<file path="config.mk">
export PLATFORM = sky130hd
export DESIGN_NAME = ifu_fetch_ctrl
export DESIGN_NICKNAME = d
export VERILOG_FILES = /design/src/rtl/ifu_fetch_ctrl.sv
export SDC_FILE = /design/constraint.sdc
export NUM_CORES = 1
export LEC_CHECK = 0
export ABC_AREA = 0
export BUFFER_PORTS_ARGS = -buffer_cell sky130_fd_sc_hd__buf_2
export CORE_AREA = 2 2 139 141
export CTS_BUF_LIST = sky130_fd_sc_hd__clkbuf_16
export DETAILED_ROUTE_END_ITERATION = 7
export DIE_AREA = 0 0 141 143
export PLACE_DENSITY = 0.65
export SYNTH_ARGS = -nofsm -noshare
export SYNTH_HDL_FRONTEND = slang
export SYNTH_SLANG_ARGS = --single-unit
</file>
<file path="constraint.sdc">
create_clock -name clk -period 2.1 [get_ports clk]
set_input_delay 0.315 -clock clk [delete_from_list [all_inputs] [get_ports clk]]
set_output_delay 0.315 -clock clk [all_outputs]
set_load 0.05 [all_outputs]
</file>
<file path="src/rtl/ifu_fetch_ctrl.sv">
// Instruction fetch controller: holds the PC, issues one AXI-lite read per instruction and
// hands the selected 32-bit word to decode over a valid/ready handshake.
module ifu_fetch_ctrl #(
  parameter logic [63:0] RESET_PC = 64'h0000_0000_8000_0000
) (
  input  logic        clk,
  input  logic        rst,
  output logic [63:0] ifu_araddr,
  output logic        ifu_arvalid,
  input  logic        ifu_arready,
  input  logic [63:0] ifu_rdata,
  input  logic [1:0]  ifu_rresp,
  input  logic        ifu_rvalid,
  output logic        ifu_rready,
  output logic [31:0] inst,
  output logic [63:0] inst_pc,
  output logic        inst_valid,
  input  logic        inst_ready,
  output logic        inst_err,
  input  logic [63:0] nextpc,
  input  logic        nextpc_valid,
  output logic [63:0] pc
);

  localparam logic [1:0] StReq  = 2'd0;
  localparam logic [1:0] StWait = 2'd1;
  localparam logic [1:0] StHold = 2'd2;
  localparam logic [1:0] StExec = 2'd3;

  logic [1:0]  state_q, state_d;
  logic [63:0] pc_q, pc_d;
  logic [31:0] inst_q, inst_d;
  logic [63:0] inst_pc_q, inst_pc_d;
  logic        inst_err_q, inst_err_d;
  // Low while reset is held so the bus handshakes stay quiet; registered to keep rst off the
  // output cone.
  logic        bus_en_q, bus_en_d;
  logic        redirect;

  always_comb begin
    ifu_araddr  = pc_q;
    ifu_arvalid = bus_en_q && (state_q == StReq);
    ifu_rready  = bus_en_q && (state_q == StWait);
    inst_valid  = (state_q == StHold);
    inst        = inst_q;
    inst_pc     = inst_pc_q;
    inst_err    = inst_err_q;
    pc          = pc_q;
  end

  always_comb begin
    state_d    = state_q;
    pc_d       = pc_q;
    inst_d     = inst_q;
    inst_pc_d  = inst_pc_q;
    inst_err_d = inst_err_q;
    bus_en_d   = 1'b1;
    redirect   = 1'b0;

    case (state_q)
      StReq: begin
        if (ifu_arvalid && ifu_arready) state_d = StWait;
      end
      StWait: begin
        if (ifu_rready && ifu_rvalid) begin
          inst_d     = pc_q[2] ? ifu_rdata[63:32] : ifu_rdata[31:0];
          inst_pc_d  = pc_q;
          inst_err_d = (ifu_rresp != 2'b00);
          state_d    = StHold;
        end
      end
      StHold: begin
        if (inst_ready) begin
          state_d  = StExec;
          redirect = nextpc_valid;
        end
      end
      default: begin
        redirect = nextpc_valid;
      end
    endcase

    // Shared by EXEC and by a HOLD handshake that coincides with the redirect strobe.
    if (redirect) begin
      pc_d = nextpc;
      if (nextpc[1:0] == 2'b00) begin
        state_d = StReq;
      end else begin
        inst_d     = 32'd0;
        inst_pc_d  = nextpc;
        inst_err_d = 1'b1;
        state_d    = StHold;
      end
    end
  end

  always_ff @(posedge clk) begin
    if (!rst) begin
      state_q    <= StReq;
      pc_q       <= RESET_PC;
      inst_q     <= 32'd0;
      inst_pc_q  <= 64'd0;
      inst_err_q <= 1'b0;
      bus_en_q   <= 1'b0;
    end else begin
      state_q    <= state_d;
      pc_q       <= pc_d;
      inst_q     <= inst_d;
      inst_pc_q  <= inst_pc_d;
      inst_err_q <= inst_err_d;
      bus_en_q   <= bus_en_d;
    end
  end

endmodule

</file>
==> impl_summary.md, run 1 <==
Clocking
The CTS clock-pin slew for the worst setup and hold paths is 0.06 ns. After clock tree synthesis, the setup repair step added 0 buffers. Clock tree synthesis inserted a total of 17 buffers. The clock reaches the later pin of the worst-skew pair after around 0.42 ns. The maximum root-to-sink buffer count is 2. Once the clock tree was built, the resizer swapped 0 gates to a different size. The clock tree from TritonCTS is yes. CTS saw approximately 160 sinks. The depth of the CTS H-tree is 4. The root buffer cell is clkbuf_16. For this design, the CTS-stage hold fixing added 0 buffers.

Floorplan
The I/O pin count is ~360. The height of the die is approximately 140 um. Row generation in the floorplan step produced 50 rows. For this configuration, the core starts out at a cell density of 0.383. The die is about 140 um wide. The overall die area is 20200 um^2. The area of the core region is roughly 19000 um^2.

Critical path
The critical-path cell with the highest stage delay is dfxtp_1. Along the worst path, the maximum fanout reaches 39. Data on the critical path is required at its endpoint by 2.42 ns. The worst path arrival time is approximately 2.2 ns. On the critical path the largest part of the delay comes from compound AO/OA/AOI/OAI gates. Counting both buffers and inverters, the worst setup path holds a total of 2. The worst setup path is launched from a flop. For this run, the slowest stage of the critical path takes 0.40 ns. The signal on the critical path passes through inv_1 -> ha_1 -> a21o_4 -> o211ai_4 -> buf_12 -> nor2_1 -> a311oi_1. STA classifies the critical path endpoint as a flop. The critical path in this run is classified as reg2reg.

Min path
The worst min-delay path category is in2reg.

Logic synthesis
The share of flip-flops with an asynchronous set or reset after synthesis is 0. The fraction of post-synthesis cell area in the top cell type by area is 0.461. Yosys attributes the largest share of cell area to dfxtp_1 (46%), nand2_1 (14%), a311oi_1 (7.8%). The number of synthesized flops with an enable pin is 0. For this run, the leading register cell type out of synthesis is dfxtp_1.

The flop and latch count out of synthesis is 164. The distinct cell type count of the synthesized netlist is 28. The share of synthesized area occupied by flip-flops and latches is 0.461. The cell count after synthesis came out at 875.

dfxtp_1 takes more of the synthesized area than any other cell. Summing every instance area after synthesis gives a little over 7000 um^2. The post-synthesis area per instance is ~8.1 um^2. The number of nets in the synthesized netlist is between 1000 and 1500. The synthesis warning total is 0.

STA
The worst clock skew is around 0.0091 ns. The routed design could run at a clock period as short as ~1.9 ns. Setup violations remaining at the end of the flow were counted as 0. For this run, the top clock speed supported by timing is roughly 0.53 GHz. The final count of hold timing violations is 0. The hold slack is roughly 0.091 ns. The number of pins with negative max-slew slack in the final report is 0.

For the final routed database, the setup TNS stands at 0 ns. Setup repair after global routing left no endpoint under its margin. In this run the tightest slew margin relative to its limit is 0.568. For the pin with the worst max-slew slack, the measured transition is 0.648 ns. The share of the clock period used by the worst path is 0.904.

Cells and area
The library cell used most frequently in the layout, excluding fill and tap cells, is buf_2. Fill cells in the final layout number 1820. The multi-input combinational cells in the finished layout cover a total of 3030 um^2. The final instance area is between 9000 and 10000 um^2.

The final net count is 1291. The layout overhead on the synthesized area is 31.6%. The final core utilization is 0.504. The library cells used most frequently in the layout, excluding fill and tap cells, are buf_2 (363), nand2_1 (259), dfxtp_1 (163).

Across the whole layout, storage elements account for between 3000 and 4000 um^2. The fraction of final layout cells with drive strength greater than 1 is 0.366.

Power
The worst voltage drop across the vdd grid is between 500 and 600 uV. In this run the power density over the cells is about 1100 nW/um^2. The overall power is about 10 mW.

In this run the static leakage power is about 4.2 nW.

Global route
The global-route track usage on met3 is 0.0607. After global routing, the most crowded layer is met2. The met2 capacity usage during global routing is 0.356.

The initial antenna violation count was 2. The total global routing overflow is 0. In the global route stage, overall resource usage came out at 0.207. The first global-routing pass estimated roughly 33000 um of wire. Entering global routing, the biggest net connects 56 pins. For this run, global-route usage on met1 was measured as 0.247. The via count of the first global-routing pass is 6134.

Placement
Routability-driven placement finished with a final weighted congestion of roughly 0.8. Summing all placed instances gives a cell area of 8750 um^2. The port buffer count is around 360.

After legalization and detailed placement, the total HPWL measured approximately 16000 um.

Drt
For this run, the detailed router's first-pass iteration total came to 5. The routed wirelength normalized by instance count is roughly 16 um. In this run the remaining antenna-violating nets after routing total 0. The wire length after detailed routing is approximately 22000 um. In the routed layout, each cell is associated on average with a via count of approximately 5.

The DRC violations left is 0. For this block, the initial DRC count from the detailed router was 375. The routed layout has 6977 vias.

Run status
The run finished with clean final reports.

Job
The tool flagged a number of max-cap violations equal to 0.
[synthesized netlist by cell type, types with 2 or more instances]
| cell | instances |
|---|---|
| nor2_1 | 95 |
| clkbuf_1 | 27 |
| inv_1 | 3 |
| dfxtp_1 | 164 |
| buf_2 | 37 |
| a21oi_1 | 65 |
| a22o_1 | 2 |
| ha_1 | 5 |
| and2_1 | 2 |
| a21oi_2 | 2 |
| buf_1 | 3 |
| nand2_1 | 260 |
| a21boi_0 | 3 |
| nand3_1 | 3 |
| mux2i_1 | 32 |
| buf_6 | 2 |
| a211oi_1 | 33 |
| a311oi_1 | 63 |
| buf_4 | 65 |
[sequential cells by signal, summed over array words and instances (netlist names)]
signal      cells
bus_en_q        1
ifu_araddr     64
inst           32
inst_err        1
inst_pc        64
state_q         2
[cells by family (layout without fill, tap and decap cells)]
group,Yosys count,count (layout),synth area share
other,0,2,0
AOI/OAI and AO/OA,174,174,0.176
muxes,32,32,0.0450
and+or+nand+nor,363,363,0.194
buffers and inverters,137,423,0.115
adders and majority gates,5,5,0.00879
DFF,164,164,0.461
[worst paths after layout]
| kind | startpoint | endpoint | slack (ns) | depth (start not counted) |
|---|---|---|---|---|
| worst max-delay path | state_q[0]$_SDFFE_PN0P_ | inst_pc[56]$_SDFF_PN0_ | 0.20 | 7 |
| worst min-delay path | rst | bus_en_q$_DFF_P_ | 0.09 | 1 |
| worst max register to register | state_q[0]$_SDFFE_PN0P_ | inst_pc[56]$_SDFF_PN0_ | 0.20 | 7 |
| worst min register to register | inst_pc[52]$_SDFF_PN0_ | inst_pc[52]$_SDFF_PN0_ | 0.48 | 2 |
[where the power goes]
| group | leakage (nW) | internal, mW | switching [mW] |
|---|---|---|---|
| clock | 0.283 | 1.84 | 1.26 |
| combinational | 2.60 | 0.871 | 2.61 |
| sequential | 1.33 | 3.48 | 0.270 |
[metrics by stage]
step | std cells | setup WS (ns)
detailed placement | 1362 | 0.112
global route | 1397 | 0.0146
CTS | 1392 | 0.0981
global placement | 1362 | 0.201
finish | 1397 | 0.202
floorplan | 875 | 0.150
[per-layer routing]
| layer | share of wire | vias to the layer above | routed length, um |
|---|---|---|---|
| met5 | 0 | - | 0 |
| met4 | 0.021 | 0 | 467 |
| met3 | 0.070 | 28 | 1560 |
| met2 | 0.50 | 285 | 11100 |
| met1 | 0.41 | 3208 | 9070 |
| li1 | - | 3456 | - |
[layout make-up]
| cell class | count | share of cell area |
|---|---|---|
| multi-input combinational | 574 | 0.323 |
| tap | 234 | 0.0313 |
| clock buffer | 17 | 0.0454 |
| antenna | 2 | 0.000534 |
| timing repair buffer | 390 | 0.232 |
| clock inverter | 13 | 0.0156 |
| inverter | 3 | 0.00147 |
| sequential | 164 | 0.351 |
(Power assumes the default switching activity.)
==> inputs of run 2 (changes only) <==
--- a/config.mk
+++ b/config.mk
@@ -12,6 +12,7 @@
 export DETAILED_ROUTE_END_ITERATION = 7
 export DIE_AREA = 0 0 141 143
 export PLACE_DENSITY = 0.65
+export RECOVER_POWER = 100
 export SYNTH_ARGS = -nofsm -noshare
 export SYNTH_HDL_FRONTEND = slang
 export SYNTH_SLANG_ARGS = --single-unit
==> constraint.sdc (replaced) <==
create_clock -name clk -period 1.93 [get_ports clk]
set_input_delay 0.2895 -clock clk [delete_from_list [all_inputs] [get_ports clk]]
set_output_delay 0.2895 -clock clk [all_outputs]
set_load 0.05 [all_outputs]
==> run 2 against run 1 <==
Net effect: clock power increased by 9.4%; total power increased by 7.9%; core utilization decreased by 1.4 points; largest power group unchanged.
==> impl_summary.md, run 2 (synthesized netlist as in run 1, its figures left out) <==
Run status
The run finished with clean final reports.

Min path
The startpoint identified for the worst hold timing path is nextpc[31]. The count of cells along the worst hold path is 3 (+2). The path class of the tightest hold or removal check is in2reg. The path with the worst hold slack has its endpoint at ifu_araddr[31]$_SDFFE_PN1P_.

STA
The hold slack was 0.0946 ns (+0.00381 ns). The worst-margin pin slew is 0.716 ns (+0.0678 ns). The achievable clock frequency is 0.548 GHz.

The number of pins with negative max-slew slack in the final report is 0 (unchanged). The final count of hold timing violations is 0 (unchanged). The post-route setup TNS is 0 ns (unchanged). The number of setup violations in the final report was 0 (unchanged). Setup repair after global routing left no endpoint under its margin. The worst clock skew came to 0.00853 ns (-0.000605 ns).

The share of the clock period used by the worst path is 0.946. Subtracting the final worst setup slack from the clock period gives approximately 1.8 ns. The worst max-slew margin expressed relative to the limit was 0.525 (-0.0432).

Critical path
The number of cells on the worst reg-to-reg path is 7 (unchanged). The beginning of the critical path is state_q[1]$_SDFFE_PN0P_. The biggest cell delay along the critical path came to 0.39 ns (about the same). The worst setup path is captured at an output port. Traced cell by cell, the critical path runs through inv_1 -> ha_1 -> and2_1 -> buf_2.

The slowest stage of the critical path belongs to the cell dfxtp_1. The register-to-register setup slack came to 0.14 ns (-0.06 ns). By startpoint and endpoint, the worst setup path is classified as reg2out.

The worst path arrival time came to 1.54 ns (-0.68 ns). The largest fanout on the critical path is 5 (-87%). The reg-to-reg critical path startpoint is state_q[0]$_SDFFE_PN0P_. In this run the critical register-to-register path is captured at inst_pc[8]$_SDFF_PN0_. The critical path startpoint category is a flop.

The required time of the critical path was 1.64 ns (-0.78 ns).

Floorplan
The number of rows created at floorplan came to 50 (unchanged). The height of the die is 143 um (unchanged). The effective utilization at floorplan came to 0.383 (unchanged). The area of the core region was 18600 um^2 (unchanged). The overall die area is 20200 um^2 (unchanged). The I/O pin count is 364 (unchanged).

The horizontal die dimension is 141 um (unchanged).

Clocking
The source-to-sink clock delay at the later pin of the worst-skew pair is 0.42 ns (about the same). The maximum root-to-sink buffer count is 2 (unchanged). The depth of the CTS H-tree is 4 (unchanged). TritonCTS built the clock tree. The CTS buffer count is 17 (unchanged). The CTS clock-pin slew for the worst setup and hold paths is 0.06 ns (about the same).

CTS placed an instance of clkbuf_16 at the clock tree root. The number of sinks driven by the clock tree came to 164 (unchanged).

Global route
The initial antenna violation count is 1 (-1). The wire length of the first global-routing pass is 32700 um (-0.74%). The largest net degree at the start of global routing is 75 (+34%). The total global routing overflow came to 0 (unchanged). The aggregate global-route resource usage is 0.205 (-0.00223). The via count of the first global-routing pass is 6238 (+1.7%).

Drt
The post-route antenna net violation count is 0 (unchanged). The vias per cell is 5.02 (+0.46%). The number of optimization iterations in the first detailed-route pass was 4 (-1). The wire length after detailed routing is 22500 um (+1.5%).

The DRC marker count from the first detailed-route iteration is 278 (-26%). The routed wirelength normalized by instance count is 16.1 um (+1.3%). The via total after detailed routing is 7024 (+0.67%). The DRC violations left is 0 (unchanged).

Placement
The cell count after placement is 1362 (unchanged). The total half-perimeter wirelength after legalization and detailed placement is 15400 um (-2.0%). The port buffer count is 363 (unchanged). The placer's final routability congestion estimate was 0.772 (-4.0%).

Cells and area
The library cell used most frequently in the layout, excluding fill and tap cells, is nand2_1. The count of placed standard cells in the final layout, fillers left out is 1400 (+0.21%). The final net count came to 1293 (+0.15%).

The number of filler instances in the final layout was 1929 (+6.0%). The layout overhead on the synthesized area is 28.1%. The fraction of final layout cells with drive strength greater than 1 is 0.178 (-0.188). The final core utilization is 0.491 (-0.0136). In the layout the commonest cells are nand2_1 (260), clkbuf_1 (226), dfxtp_1 (162).

Power
The power density normalized to cell area is 1220 nW/um^2 (+11%). The worst voltage drop across the vdd grid came to 619 uV (+4.6%). The overall power is 11.1 mW (+7.9%). The leakage power figure is 3.27 nW (-22%).

Job
The max-capacitance violation count is 0 (unchanged).
-- run 2: worst max path at each step --
stage | endpoint | slack, ns
floorplan | inst_pc[0]$_SDFF_PN0_ | 0.14
global placement | inst_pc[5]$_SDFF_PN0_ | 0.18
detailed placement | inst_pc[25]$_SDFF_PN0_ | 0.11
CTS | ifu_rready | 0.07
global route | ifu_rready | 0.009
finish | ifu_rready | 0.10
-- run 2: report_power, final --
group	total, mW	leakage (nW)	internal [mW]	switching [mW]
clock	3.39	0.286	1.92	1.47
sequential	4.08	1.33	3.78	0.297
combinational	3.67	1.65	0.807	2.86
total	11.1	3.27	6.51	4.63
-- run 2: final cells by class --
cell class	count	area, um^2	share of cell area
antenna	1	2.50	0.000274
clock buffer	17	425	0.0467
clock inverter	15	154	0.0169
inverter	3	13.8	0.00151
multi-input combinational	574	3020	0.331
sequential	164	3290	0.360
tap	234	293	0.0321
timing repair buffer	392	1920	0.211
-- run 2: routing by layer --
| metal | wire length (um) | track usage |
|---|---|---|
| met4 | 264 | 0.0600 |
| met5 | 0 | 0 |
| met3 | 1760 | 0.0547 |
| met2 | 11200 | 0.368 |
| met1 | 9270 | 0.241 |
-- run 2: through the flow --
stage          setup WS [ns]  area (um^2)
2_1_floorplan          0.138         7120
3_3_place_gp           0.180         8750
3_5_place_dp           0.106         8750
4_1_cts               0.0737         9330
5_1_grt              0.00945         9110
6_report               0.104         9120
-- run 2: critical path: cells and delay by family, from the launching register on --
kind,cells,cell delay [ns]
buffers and inverters,2,0.31
AND/OR/NAND/NOR,1,0.17
adder cells (fa/ha/maj),1,0.24
flip-flops,1,0.39
-- run 2: repair_timing --
item | 4_1_cts | 5_1_grt
endpoints found under the setup margin | 0 | 37
hold endpoints to repair | 0 | 0
hold buffers | 0 | 0
gates resized for setup | 0 | 3
setup buffers | 0 | 2
